### src/rtl/bus_pkg.sv
// Shared types for the multiplexed 8085-style peripheral bus master:
// one-hot cycle-state encoding, the latched request record and a state-class helper.
package bus_pkg;

    localparam int BUS_ADDR_W = 16;
    localparam int BUS_DATA_W = 8;

    // One-hot bus cycle phases. TW is the READY wait state.
    typedef enum logic [5:0] {
        IDLE = 6'b000001,
        T1   = 6'b000010,
        T2   = 6'b000100,
        TW   = 6'b001000,
        T3   = 6'b010000,
        T4   = 6'b100000
    } bus_state_e;

    // Request captured on accept; the core may change its inputs afterwards.
    typedef struct packed {
        logic                  we;
        logic [BUS_ADDR_W-1:0] addr;
        logic [BUS_DATA_W-1:0] wdata;
    } bus_req_t;

    // Phases in which the RD_n/WR_n strobe is asserted.
    function automatic logic is_strobe(bus_state_e s);
        return (s == T2) || (s == TW) || (s == T3);
    endfunction

endpackage

### src/rtl/bus_wait_timer.sv
// Wait-state counter: cleared in T1, advanced on every entry into/stay in TW,
// terminal count flags that MAX_WAIT wait states have been spent.
module bus_wait_timer #(
    parameter int MAX_WAIT = 15,
    parameter int CNT_W    = 8
) (
    input  logic clk,
    input  logic rst,
    input  logic clr,
    input  logic en,
    output logic tc
);

    logic [CNT_W-1:0] cnt;

    // Count TW cycles; the FSM leaves TW at terminal count so it never wraps.
    always_ff @(posedge clk) begin
        if (rst || clr) begin
            cnt <= '0;
        end else if (en) begin
            cnt <= cnt + CNT_W'(1);
        end
    end

    assign tc = (cnt == CNT_W'(MAX_WAIT));

endmodule

### src/rtl/bus_cycle_gen.sv
// Bus master that turns single core read/write requests into timed
// T1-T2-(TW)-T3-T4 bus cycles with ALE/CS_n/RD_n/WR_n and a muxed AD bus.
// All bus pins are registered from the next state and latched request, so
// neither req_* nor bus_rdy has a combinational path to the pins.
//
// Handshake: a request transfers on a clock edge where req_valid && req_ready;
// req_ready is high only in IDLE outside reset. rsp_valid is a one-cycle pulse
// in T4 with rsp_err/rsp_rdata valid alongside; no backpressure on responses.
module bus_cycle_gen
    import bus_pkg::*;
#(
    parameter int ADDR_W   = BUS_ADDR_W,
    parameter int DATA_W   = BUS_DATA_W,
    parameter int MAX_WAIT = 15
) (
    input  logic                 clk,
    input  logic                 rst,
    input  logic                 req_valid,
    output logic                 req_ready,
    input  logic                 req_we,
    input  logic [ADDR_W-1:0]    req_addr,
    input  logic [DATA_W-1:0]    req_wdata,
    output logic                 rsp_valid,
    output logic                 rsp_err,
    output logic [DATA_W-1:0]    rsp_rdata,
    output logic                 ale,
    output logic                 cs_n,
    output logic                 rd_n,
    output logic                 wr_n,
    output logic [ADDR_W-DATA_W-1:0] addr_hi,
    output logic [DATA_W-1:0]    ad_out,
    output logic                 ad_oe,
    input  logic [DATA_W-1:0]    ad_in,
    input  logic                 bus_rdy,
    output logic [5:0]           dbg_state
);

    bus_state_e state_q;
    bus_state_e state_d;
    bus_req_t   req_q;
    bus_req_t   req_d;
    logic       accept;
    logic       timeout;
    logic       wait_tc;
    logic       tmr_clr;
    logic       tmr_en;

    assign req_ready = (state_q == IDLE) && !rst;
    assign accept    = req_valid && req_ready;
    assign dbg_state = state_q;

    // Next-state and request-capture logic; bus_rdy only matters in T2 and TW.
    always_comb begin
        state_d = state_q;
        req_d   = req_q;
        timeout = 1'b0;
        if (accept) begin
            req_d.we    = req_we;
            req_d.addr  = req_addr;
            req_d.wdata = req_wdata;
        end
        case (state_q)
            IDLE: if (accept) state_d = T1;
            T1:   state_d = T2;
            T2:   state_d = bus_rdy ? T3 : TW;
            TW: begin
                if (bus_rdy) begin
                    state_d = T3;
                end else if (wait_tc) begin
                    state_d = T4;
                    timeout = 1'b1;
                end
            end
            T3:   state_d = T4;
            T4:   state_d = IDLE;
            default: state_d = IDLE;
        endcase
    end

    // The counter holds the number of TW cycles already entered, including the current one.
    assign tmr_clr = (state_q == T1);
    assign tmr_en  = (state_d == TW);

    bus_wait_timer #(
        .MAX_WAIT (MAX_WAIT),
        .CNT_W    (8)
    ) u_wait_timer (
        .clk (clk),
        .rst (rst),
        .clr (tmr_clr),
        .en  (tmr_en),
        .tc  (wait_tc)
    );

    // FSM state plus registered bus pins and response, decoded from the next phase.
    always_ff @(posedge clk) begin
        if (rst) begin
            state_q   <= IDLE;
            req_q     <= '0;
            ale       <= 1'b0;
            cs_n      <= 1'b1;
            rd_n      <= 1'b1;
            wr_n      <= 1'b1;
            ad_oe     <= 1'b0;
            ad_out    <= '0;
            addr_hi   <= '0;
            rsp_valid <= 1'b0;
            rsp_err   <= 1'b0;
            rsp_rdata <= '0;
        end else begin
            state_q <= state_d;
            req_q   <= req_d;
            ale     <= (state_d == T1);
            cs_n    <= (state_d == IDLE);
            rd_n    <= !(is_strobe(state_d) && !req_d.we);
            wr_n    <= !(is_strobe(state_d) && req_d.we);
            ad_oe   <= (state_d == T1) || (is_strobe(state_d) && req_d.we);
            if (state_d == T1) begin
                ad_out <= req_d.addr[DATA_W-1:0];
            end else if (is_strobe(state_d) && req_d.we) begin
                ad_out <= req_d.wdata;
            end else begin
                ad_out <= '0;
            end
            if (state_d != IDLE) begin
                addr_hi <= req_d.addr[ADDR_W-1:DATA_W];
            end
            rsp_valid <= (state_d == T4);
            rsp_err   <= timeout;
            if (timeout) begin
                rsp_rdata <= '0;
            end else if ((state_q == T3) && !req_q.we) begin
                rsp_rdata <= ad_in;
            end
        end
    end

endmodule

### config.mk
export PLATFORM = sky130hd
export DESIGN_NAME = bus_cycle_gen
export DESIGN_NICKNAME = d
export VERILOG_FILES = /design/src/rtl/bus_pkg.sv /design/src/rtl/bus_wait_timer.sv /design/src/rtl/bus_cycle_gen.sv
export SDC_FILE = /design/constraint.sdc
export NUM_CORES = 1
export LEC_CHECK = 0
export ABC_AREA = 0
export CORE_ASPECT_RATIO = 0.7
export CORE_UTILIZATION = 30
export DETAILED_ROUTE_END_ITERATION = 16
export GPL_TIMING_DRIVEN = 1
export HOLD_SLACK_MARGIN = 0.02
export PLACE_DENSITY = 0.55
export REMOVE_ABC_BUFFERS = 1
export SLEW_MARGIN = 20
export SYNTH_ARGS = -nofsm -noshare
export SYNTH_HDL_FRONTEND = slang
export SYNTH_SLANG_ARGS = --single-unit
### constraint.sdc
create_clock -name clk -period 2.1 [get_ports clk]
set_input_delay 0.42 -clock clk [delete_from_list [all_inputs] [get_ports clk]]
set_output_delay 0.42 -clock clk [all_outputs]
set_load 0.02 [all_outputs]
==> results.yml, run 1 <==
critical_path:
  worstPathMaxFanout: 2
  criticalPathCategory: "flip-flop to output port"
  end_kind: "output port"
  start_kind: "flip-flop"
  reg2reg_from: "dbg_state[0]$_SDFF_PP1_"
  startpoint: "dbg_state[5]$_SDFF_PP0_"
  worstPathRequired_ns: 1.68
  crit_arrival_ns: 1.55
outcome:
  status: "completed"
cells_and_area:
  antennaDiodeCount: 0
  design_area_um2: 3930
  multi_input_area_um2: 1230
  area_delta_synth_final_pct: 49.1
  register_area_um2: 1240
  drive_gt1_share_pct: 16.4
  final_util_pct: 46.3
  nets: 412
  fillers: 848
timing:
  fin_crit_sh_pct: 93.7
  rsz0062_at_grt: "false"
  period_minus_slack_ns: 1.97
  hold_viol: 0
  setup_ws_ns: 0.131
  max-slew-margin-rel_pct: 31.1
  worstMarginPinSlew_ns: 1.03
  tns_ns: 0
  clock_skew_ns: 0.00747
  timing.final.max_slew_violations: 0
  fmax_mhz: 508
  report.final.setup_viol: 0
clock_network:
  root_buffer: "clkbuf_16"
  max-clock-path-buffers: 2
  clkSinkCount: 62
  insertion_delay_ns: 0.33
  cts_max_level: 3
  cts_hold_buf: 0
  cts_buffers: 9
  clkTransAtPathRegs_ns: 0.05
  cts_tree: "done"
yosys:
  synth.distinct_cells: 48
  synth_compound_area_share_pct: 15.7
  synth_async_sr_flop_share_pct: 0
  synthMuxAreaShare_pct: 6.84
  synth_adder_area_share_pct: 0.475
  syn-mean-instance-area_um2: 9.18
  synth_xor_area_share_pct: 0
  ys.flop_type: "dfxtp_1"
  synth_warnings: 0
  synth_top_family_by_area: "simple AND/OR/NAND/NOR gates"
  synth_seq_cells: 62
  syn-instance-count: 287
  synth_simple_gate_area_share_pct: 23.2
  synth_edf_count: 0
  yosysSeqAreaShare_pct: 47.1
  synth_area_um2: 2640
drt:
  drcViolationCount: 0
  drt.antenna.violating_nets: 0
  drt_iter0_markers: 112
  vias_per_cell: 4.54
  wirelength_um: 6470
  dr.pass1.iters: 4
  wl_per_cell_um: 13.0
  dr_total_vias: 2263
worst_hold_path:
  hp-class: "flip-flop to flip-flop"
  hold_start: "req_q[7]$_SDFF_PP0_"
place:
  post-place-ws_ns: -0.182
  dp_hpwl_um: 4580
  place_congestion: 0.734
  port_buffers: 74
  dpl_cell_area_um2: 3590
global_routing:
  grt-ovfl-total: 0
  grt_pass1_wl_um: 10400
  grt_max_degree: 23
  grt_pass1_vias: 2119
  antenna_found_initial: 0
  grt_use_total_pct: 14.9
power:
  swShare_pct: 22.2
  intPower_mw: 2.54
  ir_drop_mv: 0.401
  leakagePower_nw: 1.48
  power_density_nw_per_um2: 832
  combPwrFrac_pct: 12.3
  clkPwrFrac_pct: 49.7
  power_frac_seq_pct: 38.1
  p_switching_uw: 727
die:
  start_util_pct: 31.1
  chipWidth_um: 114
  num_rows: 28
  core_area_um2: 8480
  io_pins: 75
  die_h_um: 80.4
  die_area_um2: 9170
flow_run:
  cap_violations: 0
==> kinds of logic after synthesis <==
group,after synthesis
AND/OR/NAND/NOR,109
AO/OA/AOI/OAI,70
flip-flops,62
buffers and inverters,31
multiplexers,14
adder cells (fa/ha/maj),1
==> sequential cells by signal, summed over array words and instances, names as in the netlist <==
signal / count
req_q: 17
ad_out: 8
addr_hi: 8
rsp_rdata: 8
u_wait_timer.cnt: 8
dbg_state: 6
ad_oe: 1
ale: 1
cs_n: 1
rd_n: 1
rsp_err: 1
rsp_valid: 1
wr_n: 1
==> metal layers <==
metal	vias to the layer above	global-route usage (%)	share of wire [%]
met5	-	0	0
met4	0	3.51	0.60
met3	5	7.32	7.4
met2	65	21.2	40
met1	1026	20.0	52
li1	1167	-	-
==> through the flow <==
stage          instances  hold WS [ns]  power [mW]
3_3_place_gp         483         0.443        1.67
2_1_floorplan        265         0.426        1.45
6_report             499         0.453        3.27
4_1_cts              499         0.455        3.32
3_5_place_dp         483         0.447        1.67
5_1_grt              499         0.474        3.41
==> layout make-up <==
class	count	share of cell area, %
inverters	9	0.860
well taps	120	3.82
clock buffers	11	6.43
clock inverters	5	2.07
flip-flops and latches	62	31.6
repair buffers	98	23.9
multi-input cells	194	31.3
==> placed cells by master, fill, tap and decap left out, drive strengths merged <==
cell type      instances
nor2b                 12
or3                    2
a221o                  1
ha                     1
a21boi                 1
clkinvlp               1
nor4                   4
nor2                   6
dfxtp                 62
a21bo                  1
or2                    3
o31ai                  6
o21ai                 28
and2b                  2
inv                    9
nand2b                 8
o211ai                 1
nor4bb                 1
nand2                 41
o311ai                 1
clkbuf                11
a211oi                 3
mux2i                  6
nand4                  3
or4                    2
nor3b                  2
buf                   25
clkinv                 2
nand4bb                2
mux2                   8
nand3                 14
nor3                   5
o311a                  1
nand3b                 1
a21o                   1
bufinv                 2
clkdlybuf4s50         73
a21oi                 26
or3b                   1
==> critical path, cell delays in order (launching register included) <==
cell and delay, ns:
dfxtp_1 0.30, or4_1 0.57, nor3_2 0.16, buf_2 0.20
==> synth_stat cells (2+ instances only) <==
| library cell | number | area share, % |
|---|---|---|
| nand4bb_1 | 2 | 0.85 |
| mux2i_1 | 6 | 2.3 |
| a211oi_2 | 2 | 0.95 |
| clkbuf_1 | 6 | 0.85 |
| a21oi_1 | 26 | 4.9 |
| dfxtp_1 | 62 | 47 |
| nor2_1 | 5 | 0.71 |
| o21ai_1 | 9 | 1.7 |
| o31ai_1 | 6 | 1.7 |
| o21ai_0 | 19 | 3.6 |
| nand3_1 | 14 | 2.7 |
| nor2b_1 | 12 | 2.8 |
| buf_2 | 6 | 1.1 |
| nand2_1 | 41 | 5.8 |
| or2_1 | 3 | 0.71 |
| nor3b_1 | 2 | 0.57 |
| inv_1 | 9 | 1.3 |
| buf_4 | 3 | 0.85 |
| nor4_1 | 3 | 0.71 |
| mux2_4 | 8 | 4.6 |
| nand4_1 | 2 | 0.47 |
| buf_6 | 5 | 2.1 |
| nand2b_1 | 8 | 1.9 |
| nor3_1 | 4 | 0.76 |
==> power by group through the flow <==
stage                     Sequential, mW  Combinational, mW  Clock [mW]
after floorplan                     1.31              0.141           0
after global placement              1.27              0.403           0
after detailed placement            1.27              0.403           0
after CTS                           1.24              0.406        1.67
after global routing                1.25              0.432        1.73
final                               1.24              0.401        1.62
==> timing repair <==
action,4_1_cts,5_1_grt
hold endpoints to repair,0,0
buffers inserted,0,0
resized for setup,5,1
endpoints found under the setup margin,1,1
==> path summary, 6_finish.rpt <==
kind                                      end  slack, ns  cells after the start
max reg2reg  u_wait_timer.cnt[0]$_SDFFE_PP0P_       0.19                      5
min reg2reg               req_q[7]$_SDFF_PP0_       0.45                      2
min                       req_q[7]$_SDFF_PP0_       0.45                      2
max                                 req_ready       0.13                      3
Power figures use the tool's default switching activity.
==> run 2, diff against run 1 <==
--- a/config.mk
+++ b/config.mk
@@ -7,6 +7,7 @@
 export LEC_CHECK = 0
 export ABC_AREA = 0
 export CORE_ASPECT_RATIO = 0.7
+export CORE_MARGIN = 2
 export CORE_UTILIZATION = 30
 export DETAILED_ROUTE_END_ITERATION = 16
 export GPL_TIMING_DRIVEN = 1
==> constraint.sdc (replaced) <==
create_clock -name clk -period 2.3 [get_ports clk]
set_input_delay 0.46 -clock clk [delete_from_list [all_inputs] [get_ports clk]]
set_output_delay 0.46 -clock clk [all_outputs]
set_load 0.02 [all_outputs]
==> run 2 against run 1 <==
Effect of this change:
- register-to-register slack better by 0.16 ns
- combinational power is 13% lower
- setup slack worse by 0.080 ns
- sequential cell count is the same
- sequential share of layout area up 0.44 points
- non-clock buffer count decreased by 6
- global-route usage down 0.069 points
- critical path depth is the same
- power down 7.5%
- die area up 4.3%
- sequential power is 8% lower
- hold slack is essentially flat
==> results.yml, run 2 (same netlist as run 1, synthesis figures left out) <==
outcome:
  status: "completed"
critical_path:
  criticalPathCategory: "flip-flop to output port"
  r2r_slack_ns: 0.35
  crit_arrival_ns: 1.79
  reg2reg_from: "dbg_state[5]$_SDFF_PP0_"
  rr_worst_depth: 6
  crit_path_end: "req_ready"
  start_kind: "flip-flop"
  startpoint: "dbg_state[5]$_SDFF_PP0_"
  worstPathRequired_ns: 1.84
  worstReg2RegEnd: "addr_hi[0]$_SDFFE_PP0N_"
  end_kind: "output port"
  worstPathMaxFanout: 2
timing:
  worstMarginPinSlew_ns: 0.915
  clock_skew_ns: 0.00546
  timing.final.max_slew_violations: 0
  hold_viol: 0
  report.final.setup_viol: 0
  fin_crit_sh_pct: 97.8
  setup_ws_ns: 0.0512
  fmax_mhz: 445
  max-slew-margin-rel_pct: 39.0
  rsz0062_at_grt: "false"
  period_minus_slack_ns: 2.25
drt:
  wl_per_cell_um: 13.7
  dr_total_vias: 2277
  drt.antenna.violating_nets: 0
  vias_per_cell: 4.62
  dr.pass1.iters: 4
  wirelength_um: 6780
  drt_iter0_markers: 124
  drcViolationCount: 0
cells_and_area:
  largest_reg_flops: 17
  final_common_cell: "clkdlybuf4s50_1"
  register_area_um2: 1240
  fillers: 844
  area_delta_synth_final_pct: 47.1
  drive_gt1_share_pct: 14.2
  final_cell_mix: "73 x clkdlybuf4s50_1, 62 x dfxtp_1, 41 x nand2_1"
  antennaDiodeCount: 0
  final_util_pct: 45.7
  regMostFlops: "req_q"
  multi_input_area_um2: 1220
  nets: 406
place:
  port_buffers: 74
  post-place-ws_ns: -0.115
  place_congestion: 0.742
  dp_hpwl_um: 4790
die:
  core_area_um2: 8480
  io_pins: 75
  num_rows: 28
  chipWidth_um: 116
  start_util_pct: 31.1
  die_area_um2: 9560
  die_h_um: 82.4
clock_network:
  clkSinkCount: 62
  max-clock-path-buffers: 2
  cts_hold_buf: 0
  cts_buffers: 9
  clkTransAtPathRegs_ns: 0.05
  postCtsSetupRepairBufs: 0
  insertion_delay_ns: 0.33
  root_buffer: "clkbuf_16"
  cts_max_level: 3
  cts_tree: "done"
global_routing:
  grt_max_degree: 29
  grt_use_total_pct: 14.9
  grt-ovfl-total: 0
  grt_pass1_wl_um: 10800
  grt_pass1_vias: 2148
  antenna_found_initial: 0
worst_hold_path:
  hp-class: "flip-flop to flip-flop"
power:
  ir_drop_mv: 0.371
  power_density_nw_per_um2: 780
  leakagePower_nw: 1.45
flow_run:
  cap_violations: 0
run 2: cell types whose count changed in the layout (fill, tap and decap cells not counted), sizes merged:
cell           delta
clkdlybuf4s15     +1
bufinv            +1
clkinvlp          -1
clkbuf            -1
buf               -7
inv               +1
run 2: through the flow:
step / setup TNS (ns) / hold slack [ns] / instance area (µm²) / power, mW / std cells
floorplan: 0 / 0.426 / 2490 / 1.32 / 265
finish: 0 / 0.453 / 3870 / 3.02 / 493
global route: 0 / 0.472 / 3870 / 3.15 / 493
detailed placement: -0.876 / 0.451 / 3540 / 1.51 / 477
global placement: -0.252 / 0.443 / 3540 / 1.51 / 477
CTS: 0 / 0.458 / 3870 / 3.07 / 493
run 2: worst max-delay path, cell delays in order (launching register included):
cell and delay, ns:
dfxtp_1 0.33, or4_1 0.56, nor3_1 0.23, clkdlybuf4s15_1 0.35
run 2: per-layer routing:
layer,share of wire (%),GRT usage (%),vias up
met1,50,20.3,1039
met5,0,0,-
met2,42,22.3,74
li1,-,-,1156
met4,0.84,4.29,0
met3,7.6,5.18,8
run 2: area by class of cell:
type	count	area share (%)
Clock buffer	10	5.91
Tap cell	120	3.87
Clock inverter	6	2.81
Sequential cell	62	32.0
Timing Repair Buffer	92	22.9
Inverter	9	0.872
Multi-Input combinational cell	194	31.6
run 2: how the worst min path moves through the flow:
stage / startpoint / end / slack [ns] / depth (start not counted)
floorplan: req_q[7]$_SDFF_PP0_ / req_q[7]$_SDFF_PP0_ / 0.43 / 2
global placement: req_q[7]$_SDFF_PP0_ / req_q[7]$_SDFF_PP0_ / 0.44 / 2
detailed placement: req_q[7]$_SDFF_PP0_ / req_q[7]$_SDFF_PP0_ / 0.45 / 2
CTS: req_q[7]$_SDFF_PP0_ / req_q[7]$_SDFF_PP0_ / 0.46 / 2
global route: req_q[7]$_SDFF_PP0_ / req_q[7]$_SDFF_PP0_ / 0.47 / 2
finish: req_q[7]$_SDFF_PP0_ / req_q[7]$_SDFF_PP0_ / 0.45 / 2
run 2: where the power goes:
group          switching, mW  leakage, nW  internal, mW
Clock                  0.481        0.167          1.06
Sequential            0.0170        0.504          1.12
Combinational          0.166        0.780         0.182
run 2: what timing repair did:
item,in CTS,in global routing
pin swaps,0,0
resized for setup,1,1
hold endpoints to repair,0,0
setup endpoints to repair,1,1
